--- src/rtl/str_pkg.sv ---
// Shared types and constants for the upper-casing character FIFO.
package str_pkg;

    localparam int CHAR_W = 8;

    localparam logic [CHAR_W-1:0] LOWER_A     = 8'h61;
    localparam logic [CHAR_W-1:0] LOWER_Z     = 8'h7A;
    localparam logic [CHAR_W-1:0] CASE_OFFSET = 8'h20;

    typedef enum logic {
        IDLE,
        BODY
    } len_state_t;

    typedef struct packed {
        logic              last;
        logic [CHAR_W-1:0] data;
    } fifo_entry_t;

endpackage

--- src/rtl/str_sync_fifo.sv ---
// Generic first-word-fall-through synchronous FIFO: head entry is always visible on rd_data_o.
module str_sync_fifo #(
    parameter int DEPTH = 16,
    parameter int W     = 9
) (
    input  logic                   clk,
    input  logic                   rst_n,
    input  logic                   wr_en_i,
    input  logic [W-1:0]           wr_data_i,
    input  logic                   rd_en_i,
    output logic [W-1:0]           rd_data_o,
    output logic [$clog2(DEPTH):0] level_o
);

    localparam int AW = $clog2(DEPTH);
    localparam logic [AW:0] FULL_LVL = DEPTH[AW:0];

    logic [W-1:0]  mem_q [DEPTH];
    logic [AW-1:0] wr_ptr_q, wr_ptr_d;
    logic [AW-1:0] rd_ptr_q, rd_ptr_d;
    logic [AW:0]   level_q, level_d;
    logic          push, pop;

    assign push = wr_en_i && (level_q != FULL_LVL);
    assign pop  = rd_en_i && (level_q != '0);

    // Pointers wrap naturally because DEPTH is a power of two.
    always_comb begin
        wr_ptr_d = wr_ptr_q;
        rd_ptr_d = rd_ptr_q;
        level_d  = level_q;
        if (push) wr_ptr_d = wr_ptr_q + 1'b1;
        if (pop)  rd_ptr_d = rd_ptr_q + 1'b1;
        case ({push, pop})
            2'b10:   level_d = level_q + 1'b1;
            2'b01:   level_d = level_q - 1'b1;
            default: level_d = level_q;
        endcase
    end

    always_ff @(posedge clk or negedge rst_n) begin
        if (!rst_n) begin
            wr_ptr_q <= '0;
            rd_ptr_q <= '0;
            level_q  <= '0;
        end else begin
            wr_ptr_q <= wr_ptr_d;
            rd_ptr_q <= rd_ptr_d;
            level_q  <= level_d;
        end
    end

    always_ff @(posedge clk) begin
        if (push) mem_q[wr_ptr_q] <= wr_data_i;
    end

    assign rd_data_o = mem_q[rd_ptr_q];
    assign level_o   = level_q;

endmodule

--- src/rtl/str_case_fifo.sv ---
// Upper-cases incoming ASCII characters into a FWFT FIFO and reports the length
// of each input string as it completes, independent of output back-pressure.
module str_case_fifo
    import str_pkg::*;
#(
    parameter int DEPTH = 16,
    parameter int LEN_W = 8
) (
    input  logic                   clk,
    input  logic                   rst_n,
    input  logic                   in_valid,
    output logic                   in_ready,
    input  logic [CHAR_W-1:0]      in_data,
    input  logic                   in_last,
    output logic                   out_valid,
    input  logic                   out_ready,
    output logic [CHAR_W-1:0]      out_data,
    output logic                   out_last,
    output logic                   len_valid,
    output logic [LEN_W-1:0]       len_data,
    output logic [$clog2(DEPTH):0] level
);

    localparam int AW = $clog2(DEPTH);
    localparam logic [AW:0] FULL_LVL = DEPTH[AW:0];

    function automatic logic [CHAR_W-1:0] to_upper(input logic [CHAR_W-1:0] c);
        if (c >= LOWER_A && c <= LOWER_Z) return c - CASE_OFFSET;
        return c;
    endfunction

    function automatic logic [LEN_W-1:0] sat_inc(input logic [LEN_W-1:0] c);
        return (&c) ? c : c + 1'b1;
    endfunction

    fifo_entry_t wr_entry, rd_entry;
    logic        accept;

    assign in_ready      = (level < FULL_LVL);
    assign accept        = in_valid && in_ready;
    assign wr_entry.last = in_last;
    assign wr_entry.data = to_upper(in_data);

    str_sync_fifo #(
        .DEPTH (DEPTH),
        .W     ($bits(fifo_entry_t))
    ) u_fifo (
        .clk       (clk),
        .rst_n     (rst_n),
        .wr_en_i   (accept),
        .wr_data_i (wr_entry),
        .rd_en_i   (out_ready),
        .rd_data_o (rd_entry),
        .level_o   (level)
    );

    assign out_valid = (level != '0);
    assign out_data  = rd_entry.data;
    assign out_last  = rd_entry.last;

    len_state_t       state_q;
    logic [LEN_W-1:0] count_q;
    logic             len_valid_q;
    logic [LEN_W-1:0] len_data_q;

    // Length tracker: counts accepted characters, saturating rather than wrapping.
    always_ff @(posedge clk or negedge rst_n) begin
        if (!rst_n) begin
            state_q     <= IDLE;
            count_q     <= '0;
            len_valid_q <= 1'b0;
            len_data_q  <= '0;
        end else begin
            len_valid_q <= 1'b0;
            if (accept) begin
                case (state_q)
                    IDLE: begin
                        if (in_last) begin
                            len_valid_q <= 1'b1;
                            len_data_q  <= LEN_W'(1);
                        end else begin
                            state_q <= BODY;
                            count_q <= LEN_W'(1);
                        end
                    end
                    BODY: begin
                        if (in_last) begin
                            len_valid_q <= 1'b1;
                            len_data_q  <= sat_inc(count_q);
                            count_q     <= '0;
                            state_q     <= IDLE;
                        end else begin
                            count_q <= sat_inc(count_q);
                        end
                    end
                    default: state_q <= IDLE;
                endcase
            end
        end
    end

    assign len_valid = len_valid_q;
    assign len_data  = len_data_q;

endmodule
--- config.mk ---
export PLATFORM = sky130hd
export DESIGN_NAME = str_case_fifo
export DESIGN_NICKNAME = d
export VERILOG_FILES = /design/src/rtl/str_pkg.sv /design/src/rtl/str_sync_fifo.sv /design/src/rtl/str_case_fifo.sv
export SDC_FILE = /design/constraint.sdc
export NUM_CORES = 1
export LEC_CHECK = 0
export ABC_AREA = 1
export BUFFER_PORTS_ARGS = -buffer_cell sky130_fd_sc_hd__buf_4
export CAP_MARGIN = 20
export CORE_UTILIZATION = 55
export CTS_BUF_LIST = sky130_fd_sc_hd__clkbuf_8
export CTS_CLUSTER_SIZE = 10
export DETAILED_ROUTE_END_ITERATION = 6
export GPL_ROUTABILITY_DRIVEN = 0
export GPL_TIMING_DRIVEN = 0
export PLACE_DENSITY = 0.76
export SKIP_CTS_REPAIR_TIMING = 1
export SKIP_LAST_GASP = 1
export SYNTH_ARGS = -nofsm -noshare
export SYNTH_HDL_FRONTEND = slang
export SYNTH_SLANG_ARGS = --single-unit
--- constraint.sdc ---
create_clock -name clk -period 2.2 [get_ports clk]
set_input_delay 0.33 -clock clk [delete_from_list [all_inputs] [get_ports clk]]
set_output_delay 0.33 -clock clk [all_outputs]
set_load 0.005 [all_outputs]
==> results of run 1 <==
final cells by class:
class                   instances  area, um2
repair buffers                 51        449
clock inverters                13       86.3
plain buffers                  27        258
well taps                     176        220
multi-input cells             430       2210
clock buffers                  17        234
flip-flops and latches        175       5100
fillers                       988       4590
inverters                      47        193
worst reg2reg max path: stages, from the launching register on:
cell and delay, ns:
dfrtp_1 0.43, inv_2 0.11, nand2_4 0.10, inv_2 0.16, nand2_1 0.16, nor2_1 0.76
kinds of logic (layout without fill, tap and decap cells):
| kind of cell | after synthesis | count (layout) |
|---|---|---|
| buffers and inverters | 75 | 155 |
| AOI/OAI and AO/OA | 121 | 121 |
| adders and majority gates | 11 | 11 |
| DFF | 175 | 175 |
| and+or+nand+nor | 290 | 290 |
| xor gates and xnor gates | 8 | 8 |
state kept, by name, indices dropped and copies added, names as in the netlist:
signal / flops
u_fifo.mem_q: 144
len_data: 8
len_valid: 1
u_fifo.level_o: 5
state_q: 1
u_fifo.rd_ptr_q: 4
u_fifo.wr_ptr_q: 4
count_q: 8
synth_stat cells:
library cell and n:
nor2_1 135, dfrtp_1 31, buf_1 1, inv_8 1
o21ai_1 7, o21ai_0 76, buf_2 10, a21oi_1 12
clkbuf_2 3, o21ai_2 5, nand2_2 1, inv_2 4
nand3_2 3, inv_1 41, o211ai_1 18, nand4_1 6
xnor2_1 2, nand2_4 1, ha_1 11, nor2_4 2
o22ai_1 1, nand3_4 1, buf_4 3, nand3_1 57
a21o_1 1, nor3_1 2, clkbuf_1 4, buf_6 7
clkinv_1 1, xor2_1 6, nand2_1 81, edfxtp_1 144
o21bai_1 1, nand3b_1 1
report_power, final:
part | internal (mW) | total, mW | switching [mW]
Sequential | 3.98 | 4.22 | 0.247
Combinational | 1.91 | 4.82 | 2.91
Clock | 0.847 | 1.93 | 1.08
layer usage:
metal / GRT usage / vias up
met5: 0 / -
li1: - / 2500
met4: 0.134 / 0
met1: 0.343 / 2674
met2: 0.427 / 304
met3: 0.0493 / 52
cell usage in the layout (no fill, tap or decap), types with 18 or more instances in the layout:
cell type  instances
edfxtp_1         144
nor2_1           131
nand2_1           77
o21ai_0           56
nand3_1           53
buf_4             45
inv_1             44
dfrtp_1           29
o21ai_1           22
o211ai_1          18
metrics by stage:
stage / hold slack, ns / cells / worst slack [ns]
2_1_floorplan: 0.0344 / 680 / 0.256
3_3_place_gp: 0.283 / 893 / -0.0996
3_5_place_dp: 0.286 / 894 / -0.0237
4_1_cts: -0.212 / 924 / -0.383
5_1_grt: 0.160 / 936 / -0.230
6_report: 0.179 / 936 / -0.195
worst max-delay path by stage:
stage | startpoint | to | slack (ns) | cells after the start
after floorplan | u_fifo.level_o[4]$_DFFE_PN0P_ | u_fifo.level_o[4]$_DFFE_PN0P_ | 0.26 | 13
after global placement | in_data[2] | u_fifo.mem_q[2][6]$_DFFE_PP_ | -0.1 | 7
after detailed placement | in_data[2] | u_fifo.mem_q[4][5]$_DFFE_PP_ | -0.02 | 7
after CTS | u_fifo.rd_ptr_q[0]$_DFFE_PN0P_ | out_data[3] | -0.38 | 7
after global routing | u_fifo.rd_ptr_q[0]$_DFFE_PN0P_ | out_data[2] | -0.23 | 9
final | u_fifo.rd_ptr_q[0]$_DFFE_PN0P_ | out_data[2] | -0.19 | 7
==> summary.md, run 1 <==
| Metric | Value |
|---|---|
| Via Count | 5530 |
| Inserted Diodes | 0 |
| Critical path capture point type | primary output |
| Met1 Wirelength | 7.22 mm |
| Failing checks | setup timing |
| WL/cell | 19.9 um |
| Top cell type's share of synthesized area | 0.570 |
| WP buf/inv | 3 |
| Post-synthesis cell type count | 34 |
| Reg2reg end | u_fifo.mem_q[12][2]$_DFFE_PP_ |
| Dpl hpwl | between 10 and 15 mm |
| Post-synth top area cell | edfxtp_1 |
| Vias in the first global route | slightly above 5000 |
| Final hold violation count | 0 |
| Syn Inst Count | 680 |
| Drt initial violations | between 700 and 800 |
| DR WL met2 | roughly 9.2 mm |
| Max-Cap Viols | 0 |
| Initial Util | 0.569 |
| R2R Setup Slk | about 0.11 ns |
| Max incr delay on CP | between 0.4 and 0.5 ns |
| Largest family of logic cells by synthesized area | simple AND/OR/NAND/NOR gates |
| Critical R2R Launch | u_fifo.level_o[4]$_DFFE_PN0P_ |
| Initial antenna violation count | 0 |
| Clk buf depth | 2 |
| Reg2Reg Depth | 5 |
| Area grow syn2layout | 15.3% |
| Die height | 119 um |
| Setup TNS | -1.36 ns |
| Fin. max-slew vios | 0 |
| Placed Area | between 8000 and 9000 um2 |
| Outcome | finished, violations left |
| Req. time, crit path | approximately 1.9 ns |
| Grt ovf | 0 |
| Maximum fanout along the worst path | 5 |
| Worst skew pair latency | around 0.46 ns |
| Nets | 773 |
| Synth Area in Compound Gates | 0.0890 |
| Largest cells by area after synthesis | edfxtp_1 57%, dfrtp_1 10%, nor2_1 6.7%, o21ai_0 5.0%, nand2_1 4.0% |
| Worst ir drop on vdd | approximately 670 uV |
| Full die area | about 14000 um2 |
| #FFs+latches synth | between 150 and 200 |
| Largest net degree at the start of global routing | 32 |
| Clock sinks | around 180 |
| Worst relative slew slack | 0.362 |
| Synth Area in Simple Gates | 0.163 |
| Slew @ Worst Pin | 0.953 ns |
| Num CTS Buffers | 17 |
| Final worst slack | -0.195 ns |
| Met3 WL | about 1.6 mm |
| Critical path's top delay family | flip-flops |
| Pwr/cell area | around 1300 nW/um2 |
| First-pass DRT Iterations | 5 |
| Drt drc | 0 |
| Synth Area in XOR/XNOR | 0.00923 |
| CP Cell Sequence | clkbuf_16 > buf_8 > o21ai_2 > o211ai_1 > nand3_1 > nand2_1 > buf_4 |
| Pwr Total | roughly 11 mW |
| Mapped Area | between 7000 and 8000 um2 |
| Mean Syn Cell Area | around 11 um2 |
| GRT Resource Usage Total | 0.264 |
| Post-Layout Inst Area | 8760 um2 |
| CTS H-tree depth | 4 |
| Adder-cell area share of the yosys netlist | 0.0181 |
| Mux cell area share after synthesis | 0 |
| Setup Skew | 0.0106 ns |
| Leak | between 3 and 4 nW |
| Share of cells above drive strength 1 | 0.188 |
| Util after Layout | 0.656 |
| Min Tclk post-route | about 2.4 ns |
| Area of the core | roughly 13000 um2 |
| Hold Startpoint | out_ready |
| Worst path slowest cell | dfrtp_2 |
| CTS tree | done |
| Worst setup SP type | register |
| Period Utilization, post-route | 1.09 |
| Syn. warnings | 0 |
| Die width | ~120 um |
| Critical path class | register to primary output |
| I/O pin count | 38 |
| Global-route wire length before repair | 27.4 mm |
| Port Buf Inserts | 37 |
| HP Class | input pin to register |
| Seq/Total Area, Yosys | 0.672 |
| DRT Wirelength | between 15 and 20 mm |
| Routed vias/inst | 5.91 |
| Max frequency | approximately 420 MHz |
| Top routing layer in use | met4 |
| RSZ-0062 raised after global routing | yes |
| Antenna Nets Post-Route | 0 |
| Clock root buffer | clkbuf_8 |
| Final-report setup violation count | 9 |
| CTS clock-pin slew for the worst setup and hold paths | about 0.070 ns |
| Hold EP | u_fifo.rd_ptr_q[0]$_DFFE_PN0P_ |
| Hold Crit Depth | 3 |
| Worst Path Arrival | roughly 2.1 ns |
| Post-Syn Nets | 704 |
| Row Count | 42 |
Note: power is estimated with default switching activity, not from simulation.
==> run 2: changes to the inputs <==
--- a/config.mk
+++ b/config.mk
@@ -14,7 +14,7 @@
 export DETAILED_ROUTE_END_ITERATION = 6
 export GPL_ROUTABILITY_DRIVEN = 0
 export GPL_TIMING_DRIVEN = 0
-export PLACE_DENSITY = 0.76
+export PLACE_DENSITY = 0.73
 export SKIP_CTS_REPAIR_TIMING = 1
 export SKIP_LAST_GASP = 1
 export SYNTH_ARGS = -nofsm -noshare
==> run 2 against run 1 <==
The flow still finishes with violations (setup timing). Routed wire length is 4.1% lower. Non-clock buffer count is 1 higher. Critical path depth is 1 higher. Power is 1.2% lower.
==> summary.md, run 2 (synthesis gave the netlist of run 1 again) <==
| Metric | Value |
|---|---|
| GR peak layer | met2 |
| Min Tclk post-route | between 2 and 2.5 ns |
| Dpl hpwl | about 12 mm |
| Area of the core | 13300 um2 |
| Area occupied by multi-input gates | between 2000 and 2500 um2 |
| CTS clock-pin slew for the worst setup and hold paths | 0.08 ns |
| R2R Setup Slk | approximately 0.090 ns |
| Largest register FFs | ~140 |
| Drt initial violations | around 650 |
| Slew @ Worst Pin | slightly above 0.9 ns |
| Met3 Use GR | 0.0536 |
| Fin. max-slew vios | 0 |
| Pre-CTS setup slack | -0.0392 ns |
| Critical path capture point type | primary output |
| WL/cell | around 19 um |
| Dpl cells | just under 900 |
| Final worst slack | -0.208 ns |
| Area grow syn2layout | 14.7% |
| Die height | about 120 um |
| Vias in the first global route | slightly above 5000 |
| Maximum fanout along the worst path | 10 |
| Clock root buffer | clkbuf_8 |
| Routed vias/inst | just under 6 |
| Full die area | approximately 14000 um2 |
| Largest Register | u_fifo.mem_q |
| Initial Util | 0.569 |
| Grt ovf | 0 |
| Initial antenna violation count | 0 |
| Filler-free cell count of the finished design | 939 |
| Fillers | 978 |
| Req. time, crit path | roughly 1.9 ns |
| GRT Resource Usage Total | 0.262 |
| Worst setup SP type | register |
| Max frequency | 415 MHz |
| Clock sinks | approximately 180 |
| RSZ-0062 raised after global routing | yes |
| CTS tree | done |
| Final-report setup violation count | 9 |
| Met2 Resource Use GR | 0.422 |
| Global Route met1 Usage | 0.346 |
| Outcome | finished, violations left |
| Worst Path Arrival | ~2.1 ns |
| Period Utilization, post-route | 1.09 |
| Inserted Diodes | 0 |
| Worst skew pair latency | between 0.4 and 0.5 ns |
| Most common cell after layout, fill and taps aside | edfxtp_1 |
| CTS H-tree depth | 4 |
| Clk buf depth | 2 |
| Most frequent cells in the layout | 144 x edfxtp_1, 131 x nor2_1, 78 x nand2_1 |
| Failing checks | setup timing |
| Die width | around 120 um |
| Critical path class | register to primary output |
| Worst relative slew slack | 0.392 |
| DRT Wirelength | approximately 18 mm |
| Via Count | between 5000 and 6000 |
| Row Count | 42 |
| Drt drc | 0 |
| Sequential cell area | between 5000 and 6000 um2 |
| Largest net degree at the start of global routing | 32 |
| HP Class | input pin to register |
| Nets | just under 800 |
| Port Buf Inserts | 37 |
| Share of cells above drive strength 1 | 0.190 |
| Global-route wire length before repair | between 20 and 30 mm |
| Final hold violation count | 0 |
| Setup Skew | 0.0144 ns |
| Worst ir drop on vdd | roughly 810 uV |
| Num CTS Buffers | 17 |
| Max-Cap Viols | 0 |
| I/O pin count | 38 |
| Antenna Nets Post-Route | 0 |
| Pwr/cell area | around 1200 nW/um2 |
| First-pass DRT Iterations | 5 |
| Leak | 3.38 nW |
==> run 2: cell types whose count changed in the layout (fill, tap and decap cells not counted), sizes merged <==
| cell | previous run | this run |
|---|---|---|
| buf | 69 | 71 |
| clkinvlp | 1 | 3 |
| bufinv | 1 | 2 |
| clkbuf | 25 | 24 |
| inv | 50 | 49 |
==> run 2: routing by layer <==
metal  vias to the layer above  wire length [um]  share of wire
met5                         -                 0              0
met3                        34              1420          0.080
met4                         0               475          0.027
li1                       2501                 -              -
met1                      2623              7190           0.40
met2                       252              8770           0.49
==> run 2: metrics by stage <==
step	utilization	instance area [um2]	power [mW]	TNS [ns]	hold slack, ns
floorplan	-	7590	6.78	0	0.0344
global placement	0.606	8090	8.18	-0.311	0.281
detailed placement	0.607	8100	8.32	-0.624	0.286
CTS	0.635	8480	10.4	-2.81	-0.216
global route	0.652	8700	11.4	-2.03	0.217
finish	0.652	8700	10.8	-1.19	0.233
==> run 2: area by class of cell <==
type,count,area share
tap,176,0.0253
buffer,27,0.0257
multi-input combinational,430,0.251
inverter,47,0.0227
sequential,175,0.586
clock inverter,15,0.0168
clock buffer,17,0.0269
timing repair buffer,52,0.0456
==> run 2: worst paths after layout <==
check / from / endpoint / cells after the start
max: u_fifo.rd_ptr_q[0]$_DFFE_PN0P_ / out_data[1] / 8
min: in_valid / u_fifo.wr_ptr_q[0]$_DFFE_PN0P_ / 3
min reg2reg: len_data[3]$_DFFE_PN0P_ / len_data[3]$_DFFE_PN0P_ / 2
max reg2reg: u_fifo.level_o[1]$_DFFE_PN0P_ / u_fifo.level_o[4]$_DFFE_PN0P_ / 16
min in group asynchronous: rst_n / len_data[4]$_DFFE_PN0P_ / 2
max in group asynchronous: rst_n / u_fifo.rd_ptr_q[0]$_DFFE_PN0P_ / 2
==> run 2: critical path: stages (launching register included) <==
cell and delay [ns]:
dfrtp_2 0.48, buf_12 0.17, buf_6 0.15, a21oi_1 0.17, o21ai_0 0.11, o211ai_1 0.17
nand3_1 0.16, nand2_2 0.09, buf_4 0.11
==> run 2: report_power, final <==
group,switching [mW],internal (mW)
registers,0.221,3.98
clock network,1.13,1.00
logic,2.79,1.71
